<file path="config.mk">
export PLATFORM = sky130hd
export DESIGN_NAME = pack_sched_flat
export DESIGN_NICKNAME = d
export VERILOG_FILES = /design/src/rtl/pack_sched_if.sv /design/src/rtl/pack_sched.sv /design/src/flat_wrapper.sv
export SDC_FILE = /design/constraint.sdc
export NUM_CORES = 1
export LEC_CHECK = 0
export ABC_AREA = 1
export CAP_MARGIN = 15
export CORE_AREA = 2 2 92 94
export CTS_CLUSTER_DIAMETER = 100
export DETAILED_ROUTE_END_ITERATION = 8
export DIE_AREA = 0 0 94 96
export PLACE_DENSITY_LB_ADDON = 0.25
export SLEW_MARGIN = 20
export SYNTH_ARGS = -nofsm -noshare
export SYNTH_HDL_FRONTEND = slang
export SYNTH_SLANG_ARGS = --single-unit
export TNS_END_PERCENT = 100
</file>
<file path="constraint.sdc">
create_clock -name clk -period 2.9 [get_ports clk]
set_input_delay 0.58 -clock clk [delete_from_list [all_inputs] [get_ports clk]]
set_output_delay 0.58 -clock clk [all_outputs]
set_load 0.05 [all_outputs]
</file>
<file path="src/rtl/pack_sched_if.sv">
// pack_sched_if: source-side and packer-side handshake bundle for the scheduler.
interface pack_sched_if #(
    parameter int NUM_SRC    = 4,
    parameter int DATA_WIDTH = 4,
    parameter int ADDR_WIDTH = 32
);
    logic [NUM_SRC-1:0]            src_valid;
    logic [NUM_SRC*DATA_WIDTH-1:0] src_data;
    logic [NUM_SRC-1:0]            src_last;
    logic [NUM_SRC-1:0]            src_ready;
    logic                          pk_valid;
    logic [DATA_WIDTH-1:0]         pk_data;
    logic [ADDR_WIDTH-1:0]         pk_addr;
    logic                          pk_ready;
    logic [$clog2(NUM_SRC)-1:0]    grant_id;
    logic                          busy;

    modport master (
        output src_valid, src_data, src_last, pk_ready,
        input  src_ready, pk_valid, pk_data, pk_addr, grant_id, busy
    );

    modport slave (
        input  src_valid, src_data, src_last, pk_ready,
        output src_ready, pk_valid, pk_data, pk_addr, grant_id, busy
    );
endinterface

</file>
<file path="src/rtl/pack_sched.sv">
// pack_sched: round-robin burst scheduler sharing one symbol packer among NUM_SRC sources,
// stamping each accepted symbol with a sequential packet address.
module pack_sched #(
    parameter int                    NUM_SRC    = 4,
    parameter int                    DATA_WIDTH = 4,
    parameter int                    ADDR_WIDTH = 32,
    parameter logic [ADDR_WIDTH-1:0] START_ADDR = '0,
    parameter int                    BURST_LEN  = 8,
    parameter int                    STALL_MAX  = 16
) (
    input logic        clk,
    input logic        rst,
    pack_sched_if.slave bus
);
    localparam int GW = $clog2(NUM_SRC);
    localparam int BW = $clog2(BURST_LEN + 1);
    localparam int SW = $clog2(STALL_MAX + 1);
    localparam logic [0:0] IDLE   = 1'b0;
    localparam logic [0:0] STREAM = 1'b1;

    logic [0:0]            state;
    logic [GW-1:0]         rr_ptr, grant, next_grant;
    logic [BW-1:0]         burst_cnt;
    logic [SW-1:0]         stall_cnt;
    logic [ADDR_WIDTH-1:0] addr;
    logic                  busy, gvalid, xfer;

    assign busy   = state == STREAM;
    assign gvalid = bus.src_valid[grant];
    assign xfer   = busy && gvalid && bus.pk_ready;

    assign bus.busy      = busy;
    assign bus.grant_id  = grant;
    assign bus.pk_addr   = addr;
    assign bus.pk_valid  = busy && gvalid;
    assign bus.pk_data   = busy ? bus.src_data[int'(grant)*DATA_WIDTH +: DATA_WIDTH] : '0;
    assign bus.src_ready = (busy && bus.pk_ready) ? NUM_SRC'(1) << grant : '0;

    // Scan downward so the nearest requester after rr_ptr wins; rr_ptr itself is checked last.
    always_comb begin
        next_grant = rr_ptr;
        for (int k = NUM_SRC; k >= 1; k--)
            if (bus.src_valid[(int'(rr_ptr) + k) % NUM_SRC]) next_grant = GW'((int'(rr_ptr) + k) % NUM_SRC);
    end

    always_ff @(posedge clk or negedge rst) begin
        if (!rst) begin
            state     <= IDLE;
            rr_ptr    <= GW'(NUM_SRC - 1);
            grant     <= '0;
            addr      <= START_ADDR;
            burst_cnt <= '0;
            stall_cnt <= '0;
        end else if (state == IDLE) begin
            if (|bus.src_valid) begin
                grant     <= next_grant;
                burst_cnt <= '0;
                stall_cnt <= '0;
                state     <= STREAM;
            end
        end else if (xfer) begin
            addr      <= (&addr) ? START_ADDR : addr + 1'b1;
            burst_cnt <= burst_cnt + 1'b1;
            stall_cnt <= '0;
            if (bus.src_last[grant] || burst_cnt == BW'(BURST_LEN - 1)) begin
                rr_ptr <= grant;
                state  <= IDLE;
            end
        end else if (!gvalid) begin
            // Packer backpressure (valid but not ready) deliberately leaves the stall count alone.
            stall_cnt <= stall_cnt + 1'b1;
            if (stall_cnt == SW'(STALL_MAX - 1)) begin
                rr_ptr <= grant;
                state  <= IDLE;
            end
        end
    end
endmodule

</file>
<file path="src/flat_wrapper.sv">
// flat-port wrapper written by rule: the top's interface ports become plain ports
module pack_sched_flat 
#(
    parameter int                    NUM_SRC    = 4,
    parameter int                    DATA_WIDTH = 4,
    parameter int                    ADDR_WIDTH = 32,
    parameter logic [ADDR_WIDTH-1:0] START_ADDR = '0,
    parameter int                    BURST_LEN  = 8,
    parameter int                    STALL_MAX  = 16
)
  (clk, rst, bus_src_valid, bus_src_data, bus_src_last, bus_pk_ready, bus_src_ready, bus_pk_valid, bus_pk_data, bus_pk_addr, bus_grant_id, bus_busy);
  pack_sched_if #(.NUM_SRC(NUM_SRC), .DATA_WIDTH(DATA_WIDTH), .ADDR_WIDTH(ADDR_WIDTH)) bus_i ();
  input logic clk;
  input logic rst;
  input wire logic [$bits(bus_i.src_valid)-1:0] bus_src_valid;
  input wire logic [$bits(bus_i.src_data)-1:0] bus_src_data;
  input wire logic [$bits(bus_i.src_last)-1:0] bus_src_last;
  input wire logic [$bits(bus_i.pk_ready)-1:0] bus_pk_ready;
  output wire logic [$bits(bus_i.src_ready)-1:0] bus_src_ready;
  output wire logic [$bits(bus_i.pk_valid)-1:0] bus_pk_valid;
  output wire logic [$bits(bus_i.pk_data)-1:0] bus_pk_data;
  output wire logic [$bits(bus_i.pk_addr)-1:0] bus_pk_addr;
  output wire logic [$bits(bus_i.grant_id)-1:0] bus_grant_id;
  output wire logic [$bits(bus_i.busy)-1:0] bus_busy;
  assign bus_i.src_valid = bus_src_valid;
  assign bus_i.src_data = bus_src_data;
  assign bus_i.src_last = bus_src_last;
  assign bus_i.pk_ready = bus_pk_ready;
  assign bus_src_ready = bus_i.src_ready;
  assign bus_pk_valid = bus_i.pk_valid;
  assign bus_pk_data = bus_i.pk_data;
  assign bus_pk_addr = bus_i.pk_addr;
  assign bus_grant_id = bus_i.grant_id;
  assign bus_busy = bus_i.busy;
  pack_sched #(.NUM_SRC(NUM_SRC), .DATA_WIDTH(DATA_WIDTH), .ADDR_WIDTH(ADDR_WIDTH), .START_ADDR(START_ADDR), .BURST_LEN(BURST_LEN), .STALL_MAX(STALL_MAX)) u_core (.clk(clk), .rst(rst), .bus(bus_i));
endmodule
</file>
==> impl_metrics.env <==
export IMPL_status="finished clean"
export IMPL_tightest_slew_ns=0.5884
export IMPL_finalCritPeriodShare_pct=87.79
export IMPL_track_usage_pct=21.10
export IMPL_critPathCaptureType="primary output"
export IMPL_start_util_pct=39.88
export IMPL_grt_pass1_vias=3305
export IMPL_globalRouteOverflowTotal=0
export IMPL_synth_most_common_cell="nand2_1"
export IMPL_dr_pass1_iters=5
export IMPL_routedWlPerCell_um=13.23
export IMPL_grt_pass1_wl_um=15200
export IMPL_cap_violations=0
export IMPL_seqCellArea_um2=1154
export IMPL_netlist_area_um2=3211
export IMPL_dpl_hpwl_um=6814
export IMPL_powerDensity_nw_per_um2=765.9
export IMPL_fin_util_pct=51.69
export IMPL_cts_hold_buf=0
export IMPL_synth_top_cell_by_area="dfrtp_1"
export IMPL_cts_clk_slew_worst_paths_ns=0.09
export IMPL_syn_num_nets=519
export IMPL_die_area_um2=9024
export IMPL_numCtsBuffers=5
export IMPL_slew_limit_headroom_pct=60.78
export IMPL_die_x_um=94
export IMPL_p_total_mw=3.187
export IMPL_setup_viol=0
export IMPL_yosys_top_cells_count="nand2_1 (191), nor2_1 (58), inv_1 (47)"
export IMPL_multi_input_area_um2=1783
export IMPL_post_route_min_period_ns=2.546
export IMPL_htree_levels=2
export IMPL_syn_to_final_growth_pct=29.62
export IMPL_synth_top_cell_area_share_pct=34.29
export IMPL_vias=3363
export IMPL_final_cells=663
export IMPL_place_ws_ns=0.3801
export IMPL_startpoint="u_core.bus.grant_id[1]"
export IMPL_drt_initial_drc_count=165
export IMPL_crit_required_ns=2.32
export IMPL_setup_ws_ns=0.3540
export IMPL_drive_gt1_share_pct=8.244
export IMPL_antenna_found_initial=0
export IMPL_vias_per_cell=5.072
export IMPL_seq_area_frac_synth_pct=35.93
export IMPL_routed_wl_um=8769
export IMPL_numPortBuffers=70
export IMPL_timing_rr_start="u_core.bus.grant_id[0]"
export IMPL_ant_nets=0
export IMPL_ys_async_sr_fraction_pct=100.0
export IMPL_insertion_delay_ns=0.30
export IMPL_yosysWarnings=0
export IMPL_critical_path_arrival_ns=1.97
export IMPL_min_path_type="primary input to asynchronous set/reset pin"
export IMPL_tns_ns=0
export IMPL_cts_setup_buffers=0
export IMPL_p_leak_nw=1.893
export IMPL_synthTopCellsByArea="dfrtp_1 (34%), nand2_1 (22%), nor2_1 (6.8%), nand3_1 (5.6%), inv_1 (5.5%)"
export IMPL_core_um2=8051
export IMPL_synthCells=488
export IMPL_die_y_um=96
export IMPL_fillers=823
export IMPL_hold_violations=0
export IMPL_rows=33
export IMPL_synth_main_ff_cell="dfrtp_1"
export IMPL_cts_num_sinks=46
export IMPL_root_buffer="clkbuf_8"
export IMPL_worstSetupPathType="register to primary output"
export IMPL_rsz0062_at_grt="no"
export IMPL_drc=0
export IMPL_irDropWorstVdd_v=0.0005744
export IMPL_ys_types=29
export IMPL_avgSynthCellArea_um2=6.579
export IMPL_final_nets=588
export IMPL_cts_buffer_depth=2
export IMPL_ios=71
export IMPL_grt_max_degree=47
export IMPL_gp_congestion=0.9150
export IMPL_cts_tree="yes"
export IMPL_cp_max_fo=13
export IMPL_dp_cells=655
export IMPL_synth_edf_count=0
export IMPL_cts_resized=0
export IMPL_diodes=0
export IMPL_fin_skew_ns=0.009698
export IMPL_ys_ff_latch=46
export IMPL_max_freq_mhz=392.8
export IMPL_maxSlewViolCount=0
export IMPL_start_kind="register"
[final cells by class]
cell class	count	area share, %
Clock inverter	2	1.443
Tap cell	105	3.157
Clock buffer	6	1.984
Sequential cell	46	27.72
Timing Repair Buffer	72	18.10
Multi-Input combinational cell	380	42.84
Inverter	52	4.750
[worst max-delay path: stages, from the launching register on]
cell and delay [ns]:
dfrtp_1 0.63, inv_1 0.21, nor2_1 0.32, nand2_1 0.09
a31oi_1 0.18, buf_4 0.22
[stage by stage]
step	cell area, um2	hold WS [ns]
after global routing	4161	0.3190
after floorplan	3211	0.2844
after detailed placement	4016	0.4752
after CTS	4159	0.4898
final	4161	0.2604
after global placement	4016	0.4614
[power by group]
part | switching (mW) | total, mW | leakage, nW | internal (mW)
logic | 1.08 | 1.64 | 1.23 | 0.556
clock network | 0.223 | 0.590 | 0.0714 | 0.368
registers | 0.193 | 0.960 | 0.597 | 0.766
[kinds of logic after synthesis]
logic type	Yosys count	share of synthesized area [%]
AOI/OAI and AO/OA	29	5.573
xor gates and xnor gates	11	3.001
adders and majority gates	4	1.559
buffers and inverters	62	8.535
DFF	46	35.93
and+or+nand+nor	336	45.40
[layout by cell type (no fill, tap or decap), types with 2 or more instances in the layout]
cell             instances
inv_1                   47
clkbuf_8                 6
nor3_2                   4
dfrtp_1                 44
ha_1                     4
nand3_1                 36
nand4_1                 20
or2_2                    5
xnor2_1                  3
nor2_1                  58
nand2_2                  3
nand3b_1                 4
nor3_1                   8
clkdlybuf4s50_1         60
nor2_2                   3
bufinv_16                2
nand2_1                191
dfstp_2                  2
buf_4                    7
buf_12                   5
o21ai_1                  4
a22oi_1                  6
inv_2                    4
xor2_1                   8
o21ai_0                 12
nand2_4                  2
a31oi_1                  6
[layer usage]
metal	GRT usage, %	routed length, um
met4	5.435	103
met5	0	0
met3	4.464	519
met2	39.05	4442
met1	24.84	3704
[worst paths after layout]
check	endpoint	slack, ns	cells after the start
min in group clk	u_core.stall_cnt[3]	0.50	2
hold / removal	u_core.bus.pk_addr[0]	0.26	1
setup reg to reg	u_core.bus.pk_addr[18]	0.85	9
max in group asynchronous	u_core.bus.pk_addr[12]	2.22	1
hold reg to reg	u_core.stall_cnt[3]	0.50	2
setup / recovery	bus_pk_data[1]	0.35	5
[sequential cells by signal, summed over array words and instances, names as in the netlist]
| signal | cells |
|---|---|
| u_core.bus.busy | 1 |
| u_core.bus.pk_addr | 32 |
| u_core.stall_cnt | 5 |
| u_core.rr_ptr | 2 |
| u_core.bus.grant_id | 2 |
| u_core.burst_cnt | 4 |
Power figures use the tool's default switching activity.
